===== src/rtl/count_game_pkg.sv =====
// Shared types and constants for the count-to-target game controller.
//   game_state_e : turn controller states
//   CODE_*       : nibble codes understood by the 4-digit display renderer
//   LFSR_SEED    : reset value of the random step generator
//   max_u        : elaboration-time helper for derived widths
package count_game_pkg;

    typedef enum logic [1:0] {
        START   = 2'd0,
        P_TURN  = 2'd1,
        C_THINK = 2'd2,
        RESULT  = 2'd3
    } game_state_e;

    localparam logic [3:0] CODE_L   = 4'hA;
    localparam logic [3:0] CODE_W1  = 4'hB;
    localparam logic [3:0] CODE_W2  = 4'hC;
    localparam logic [3:0] CODE_E   = 4'hD;
    localparam logic [3:0] CODE_N   = 4'hE;
    localparam logic [3:0] CODE_OFF = 4'hF;

    localparam logic [7:0] LFSR_SEED = 8'hA5;

    function automatic int unsigned max_u(input int unsigned a, input int unsigned b);
        return (a > b) ? a : b;
    endfunction

endpackage


===== src/rtl/game_lfsr8.sv =====
// Free-running 8-bit Fibonacci LFSR (x^8+x^6+x^5+x^4+1) used for the
// computer's random step. Advances every cycle; seeded non-zero so it never
// reaches the all-zero lock-up state.
//   clk     : system clock
//   reset_n : asynchronous active-low reset, loads LFSR_SEED
//   state_o : current LFSR state
module game_lfsr8
    import count_game_pkg::*;
(
    input  logic       clk,
    input  logic       reset_n,
    output logic [7:0] state_o
);

    logic [7:0] lfsr_q;
    logic [7:0] lfsr_d;

    // Feedback from taps 8,6,5,4 shifted in at the low end.
    always_comb begin
        lfsr_d = {lfsr_q[6:0], lfsr_q[7] ^ lfsr_q[5] ^ lfsr_q[4] ^ lfsr_q[3]};
    end

    always_ff @(posedge clk or negedge reset_n) begin
        if (!reset_n) begin
            lfsr_q <= LFSR_SEED;
        end else begin
            lfsr_q <= lfsr_d;
        end
    end

    assign state_o = lfsr_q;

endmodule


===== src/rtl/count_game_ctrl.sv =====
// Turn controller for the count-to-target game. Players add 1..MAX_STEP to a
// running total; whoever brings it to TARGET or beyond loses. Handles button
// synchronisation/edge detection, the computer opponent (random or optimal),
// turn timing and the result display.
//   clk, reset_n : clock, asynchronous active-low reset
//   btn          : raw step buttons, bit i adds i+1
//   mode_opt     : 1 = optimal computer (sampled at game start)
//   comp_first   : 1 = computer opens (sampled at game start)
//   total        : running total
//   comp_step    : last computer step, 0 before its first move
//   game_over    : high while the result is shown
//   player_win   : result, valid while game_over
//   disp         : four display nibble codes, digit 0 in [3:0]
module count_game_ctrl
    import count_game_pkg::*;
#(
    parameter int unsigned TARGET        = 31,
    parameter int unsigned MAX_STEP      = 3,
    parameter int unsigned THINK_CYCLES  = 200_000_000,
    parameter int unsigned RESULT_CYCLES = 200_000_000,
    parameter int unsigned TW            = $clog2(TARGET + MAX_STEP)
) (
    input  logic                clk,
    input  logic                reset_n,
    input  logic [MAX_STEP-1:0] btn,
    input  logic                mode_opt,
    input  logic                comp_first,
    output logic [TW-1:0]       total,
    output logic [2:0]          comp_step,
    output logic                game_over,
    output logic                player_win,
    output logic [15:0]         disp
);

    localparam int unsigned TMR_W = max_u(1, $clog2(max_u(THINK_CYCLES, RESULT_CYCLES)));

    localparam logic [TW-1:0]    TARGET_T    = TW'(TARGET);
    localparam logic [TMR_W-1:0] THINK_LAST  = TMR_W'(THINK_CYCLES - 1);
    localparam logic [TMR_W-1:0] RESULT_LAST = TMR_W'(RESULT_CYCLES - 1);

    game_state_e         state_q, state_d;
    logic [TW-1:0]       total_q, total_d;
    logic [2:0]          comp_step_q, comp_step_d;
    logic                game_over_q, game_over_d;
    logic                player_win_q, player_win_d;
    logic                opt_q, opt_d;
    logic [TMR_W-1:0]    tmr_q, tmr_d;

    logic [MAX_STEP-1:0] sync1_q, sync2_q, prev_q;
    logic [MAX_STEP-1:0] press;
    logic                press_any;
    logic [2:0]          press_step;

    logic [7:0]          lfsr;
    logic [2:0]          rand_step;
    logic [2:0]          opt_raw;
    logic [2:0]          comp_pick;
    logic [TW-1:0]       sum_player;
    logic [TW-1:0]       sum_comp;
    logic [3:0]          tens, ones;

    game_lfsr8 u_lfsr (
        .clk     (clk),
        .reset_n (reset_n),
        .state_o (lfsr)
    );

    // Two-flop synchroniser followed by rising-edge detect, so a held button counts once.
    always_ff @(posedge clk or negedge reset_n) begin
        if (!reset_n) begin
            sync1_q <= '0;
            sync2_q <= '0;
            prev_q  <= '0;
        end else begin
            sync1_q <= btn;
            sync2_q <= sync1_q;
            prev_q  <= sync2_q;
        end
    end

    assign press = sync2_q & ~prev_q;

    // Priority pick: scanning downwards leaves the lowest pressed index.
    always_comb begin
        press_any  = 1'b0;
        press_step = 3'd0;
        for (int i = int'(MAX_STEP) - 1; i >= 0; i--) begin
            if (press[i]) begin
                press_any  = 1'b1;
                press_step = 3'(i + 1);
            end
        end
    end

    // Computer step: optimal leaves the total at TARGET-1 modulo MAX_STEP+1;
    // from a losing position (raw 0) fall back to a random step.
    assign rand_step = 3'(32'(lfsr) % MAX_STEP) + 3'd1;
    assign opt_raw   = 3'((TARGET - 1 - 32'(total_q)) % (MAX_STEP + 1));
    assign comp_pick = (opt_q && (opt_raw != 3'd0)) ? opt_raw : rand_step;

    assign sum_player = total_q + TW'(press_step);
    assign sum_comp   = total_q + TW'(comp_pick);

    // Next-state and registered-output logic.
    always_comb begin
        state_d      = state_q;
        total_d      = total_q;
        comp_step_d  = comp_step_q;
        game_over_d  = game_over_q;
        player_win_d = player_win_q;
        opt_d        = opt_q;
        tmr_d        = tmr_q;

        case (state_q)
            START: begin
                opt_d        = mode_opt;
                total_d      = '0;
                comp_step_d  = 3'd0;
                game_over_d  = 1'b0;
                player_win_d = 1'b0;
                tmr_d        = '0;
                state_d      = comp_first ? C_THINK : P_TURN;
            end
            P_TURN: begin
                if (press_any) begin
                    total_d = sum_player;
                    tmr_d   = '0;
                    if (sum_player >= TARGET_T) begin
                        state_d      = RESULT;
                        game_over_d  = 1'b1;
                        player_win_d = 1'b0;
                    end else begin
                        state_d = C_THINK;
                    end
                end
            end
            C_THINK: begin
                if (tmr_q == THINK_LAST) begin
                    total_d     = sum_comp;
                    comp_step_d = comp_pick;
                    tmr_d       = '0;
                    if (sum_comp >= TARGET_T) begin
                        state_d      = RESULT;
                        game_over_d  = 1'b1;
                        player_win_d = 1'b1;
                    end else begin
                        state_d = P_TURN;
                    end
                end else begin
                    tmr_d = tmr_q + TMR_W'(1);
                end
            end
            RESULT: begin
                // Clear on exit so START already shows an empty board.
                if (tmr_q == RESULT_LAST) begin
                    state_d      = START;
                    tmr_d        = '0;
                    total_d      = '0;
                    comp_step_d  = 3'd0;
                    game_over_d  = 1'b0;
                    player_win_d = 1'b0;
                end else begin
                    tmr_d = tmr_q + TMR_W'(1);
                end
            end
            default: begin
                state_d = START;
            end
        endcase
    end

    always_ff @(posedge clk or negedge reset_n) begin
        if (!reset_n) begin
            state_q      <= START;
            total_q      <= '0;
            comp_step_q  <= 3'd0;
            game_over_q  <= 1'b0;
            player_win_q <= 1'b0;
            opt_q        <= 1'b0;
            tmr_q        <= '0;
        end else begin
            state_q      <= state_d;
            total_q      <= total_d;
            comp_step_q  <= comp_step_d;
            game_over_q  <= game_over_d;
            player_win_q <= player_win_d;
            opt_q        <= opt_d;
            tmr_q        <= tmr_d;
        end
    end

    // Display is a pure decode of registered state, so it changes once per cycle.
    assign tens = 4'(32'(total_q) / 32'd10);
    assign ones = 4'(32'(total_q) % 32'd10);

    always_comb begin
        disp = {ones, tens, CODE_OFF, CODE_OFF};
        if (state_q == RESULT) begin
            if (player_win_q) begin
                disp = {CODE_N, 4'h1, CODE_W2, CODE_W1};
            end else begin
                disp = {CODE_E, 4'h5, 4'h0, CODE_L};
            end
        end
    end

    assign total      = total_q;
    assign comp_step  = comp_step_q;
    assign game_over  = game_over_q;
    assign player_win = player_win_q;

endmodule


===== config.mk =====
export PLATFORM = sky130hd
export DESIGN_NAME = count_game_ctrl
export DESIGN_NICKNAME = d
export VERILOG_FILES = /design/src/rtl/count_game_pkg.sv /design/src/rtl/game_lfsr8.sv /design/src/rtl/count_game_ctrl.sv
export SDC_FILE = /design/constraint.sdc
export NUM_CORES = 1
export LEC_CHECK = 0
export BUFFER_PORTS_ARGS = -buffer_cell sky130_fd_sc_hd__buf_2
export CAP_MARGIN = 10
export CORE_ASPECT_RATIO = 1.1
export CORE_MARGIN = 8
export CORE_UTILIZATION = 40
export DETAILED_ROUTE_END_ITERATION = 12
export GPL_ROUTABILITY_DRIVEN = 0
export PLACE_DENSITY = 0.62
export SLEW_MARGIN = 20
export SYNTH_ARGS = -nofsm -noshare
export SYNTH_HDL_FRONTEND = slang
export SYNTH_SLANG_ARGS = --single-unit

===== constraint.sdc =====
create_clock -name clk -period 14.5 [get_ports clk]
set_input_delay 0 -clock clk [delete_from_list [all_inputs] [get_ports clk]]
set_output_delay 0 -clock clk [all_outputs]
set_load 0.01 [all_outputs]

==> flow_summary.ini <==
[cts]
ctsResizeCount = 0
h-tree-depth = 3
cts_hold_buf = 5
cts.path.max_buffers = 2
post-cts-setup-buffers = 0
clock_latency_ns = 0.33
cts_num_sinks = 59
clockRootBuffer = clkbuf_16
cts_tree = built
clk_pin_slew_ns = 0.05
cts_buffers = 9

[layout]
final_cells = 677
n_antenna_cell = 0
fillers = 1092
final_util = 0.453
multi_input_area_um2 = 2700
area_growth_pct = 10.9
final_common_cell = dfrtp_1
drive_above_1_share = 0.155
mostFrequentLayoutCells = dfrtp_1 (55), nand2_1 (54), o21ai_0 (46)
fin_nets = 553
final-seq-area_um2 = 1480

[hold_path]
holdPathStages = 4
min_from = comp_first
hold_path_end = state_q[0]
hold_path.class = input pin to register

[status]
status = complete, no violations

[grt]
grt_use_total = 0.147
grt_max_degree = 60
antenna_found_initial = 0
grt_pass1_vias = 3717
grt.overflow.total = 0
grt_pass1_wl_um = 17700

[sta]
worst_slack_ns = 7.70
setup_tns_ns = 0
worst_clock_skew_ns = 0.00865
finalCritPeriodShare = 0.469
rsz0062_at_grt = false
min_period_ns = 6.80
hold_viol_final = 0
fmax_mhz = 147
setup_viol = 0
drv_slew = 0
tightest_slew_ns = 0.927
relSlewSlack = 0.374

[route]
ant_nets = 0
drt-wirelength-per-cell_um = 15.5
via_count = 3836
drtIter0Drc = 282
drtPass1Iterations = 5
vias_per_cell = 5.67
drt_drc_violations_left = 0
wirelength_um = 10500

[floorplan]
rows = 40
core_area_um2 = 10900
die_w_um = 117
die_h_um = 127
io_pins = 34
start_util = 0.409
die-area_um2 = 14800

[synth]
synth_area_leaders = dfrtp_1 (31%), ha_1 (5.3%), o21ai_0 (5.3%), nand2_1 (4.5%), nor2_1 (3.1%)
ys_seq_area_frac = 0.332
syn_avg_cell_area_um2 = 8.75
synth_top_area_cell = dfrtp_1
syn_inst = 510
ys_async_sr_fraction = 1.00
ys_ff_latch = 59
synth_cell_types = 91
netlist_area_um2 = 4460
synth_top_area_frac = 0.309
synth_edf_count = 0
synth_ff_type = dfrtp_1
yosys_warnings = 0

[place]
port_buffers = 30
preCtsSetupSlack_ns = 7.77
hpwl_um = 7550
place_inst = 656

[worst_setup_path]
r2r_start = u_lfsr.state_o[7]
r2r_end = state_q[1]
worst_setup_path_end_kind = register
reg2reg_depth = 26
path_max_fanout = 21
startpoint_type = register
critPathRequiredTime_ns = 14.74
crit_slowest_cell = dfstp_2
cp_data_arrival_time_ns = 7.04
crit_type = register to register
crit_path_frequent_cell = ha_1
r2r_slack_ns = 7.70
crit_path_max_incr_delay_ns = 0.76

[power]
p_per_area_nw_per_um2 = 130
peakVddDrop_mv = 0.112
leakagePower_nw = 2.07

[job]
cap_violations = 0
-- through the flow --
| step | power (W) | hold WS, ns | area [µm²] |
|---|---|---|---|
| after detailed placement | 0.000446 | 0.110 | 4620 |
| after CTS | 0.000647 | 0.0617 | 4950 |
| after global placement | 0.000443 | 0.110 | 4620 |
| after global routing | 0.000687 | 0.0715 | 4950 |
| after floorplan | 0.000376 | -0.296 | 4460 |
| final | 0.000641 | 0.0637 | 4950 |
-- cell families after synthesis --
kind of cell	count (synthesis)	synth area share
AOI/OAI and AO/OA	132	0.221
muxes	3	0.00841
buffers and inverters	60	0.0645
DFF	59	0.332
and+or+nand+nor	205	0.253
other	2	0.00168
xor gates and xnor gates	26	0.0527
adders and majority gates	23	0.0670
-- registers in the layout (all words and copies together) (netlist names) --
name	count
game_over	1
comp_step	3
sync1_q	3
sync2_q	3
player_win	1
opt_q	1
total	6
state_q	2
prev_q	3
u_lfsr.state_o	8
tmr_q	28
-- report_power, final --
part / switching, W / internal, W
clock: 0.0000708 / 0.000124
combinational: 0.000166 / 0.0000837
sequential: 0.0000176 / 0.000179
-- critical path: cells and delay by family, from the launching register on --
kind | cells | cell delay (ns)
AO/OA/AOI/OAI | 9 | 1.96
adder cells (fa/ha/maj) | 5 | 1.69
AND/OR/NAND/NOR | 8 | 1.57
flip-flops | 1 | 0.76
multiplexers | 1 | 0.35
buffers and inverters | 2 | 0.23
XOR/XNOR | 1 | 0.19
-- synthesized netlist by cell type, types with 4 or more instances --
library cell,number
o21ai_0,47
xor2_1,12
nand2_1,54
nor2_1,37
ha_1,19
nand3b_1,7
o31ai_1,8
xnor2_1,13
a21oi_1,9
dfrtp_1,55
clkbuf_1,18
inv_1,25
a31oi_1,10
nand3_1,23
nor4_1,4
buf_4,10
nor3_1,6
dfstp_2,4
and3_1,9
o21ai_1,4
nor2b_1,10
nand4_1,12
nand2b_1,10
-- per-layer routing --
layer | up-vias | part of all wire | global-route usage
met1 | 1868 | 0.43 | 0.177
met2 | 88 | 0.50 | 0.249
met5 | - | 0 | 0
li1 | 1867 | - | -
met3 | 13 | 0.055 | 0.0271
met4 | 0 | 0.016 | 0.0626
-- cell type report --
type / instances / share of cell area
Inverter: 26 / 0.0197
Timing Repair Buffer: 37 / 0.0435
Clock buffer: 14 / 0.0534
Tap cell: 147 / 0.0372
Clock inverter: 2 / 0.00202
Sequential cell: 59 / 0.299
Multi-Input combinational cell: 392 / 0.545
-- worst max-delay path by stage --
stage,startpoint,endpoint,slack (ns),depth (start not counted)
after floorplan,u_lfsr.state_o[6],state_q[1],8.32,28
after global placement,u_lfsr.state_o[7],state_q[1],8.03,26
after detailed placement,u_lfsr.state_o[7],state_q[1],7.77,26
after CTS,u_lfsr.state_o[7],state_q[1],7.75,26
after global routing,u_lfsr.state_o[7],state_q[1],7.24,26
final,u_lfsr.state_o[7],state_q[1],7.70,26
Note: power is estimated with default switching activity, not from simulation.
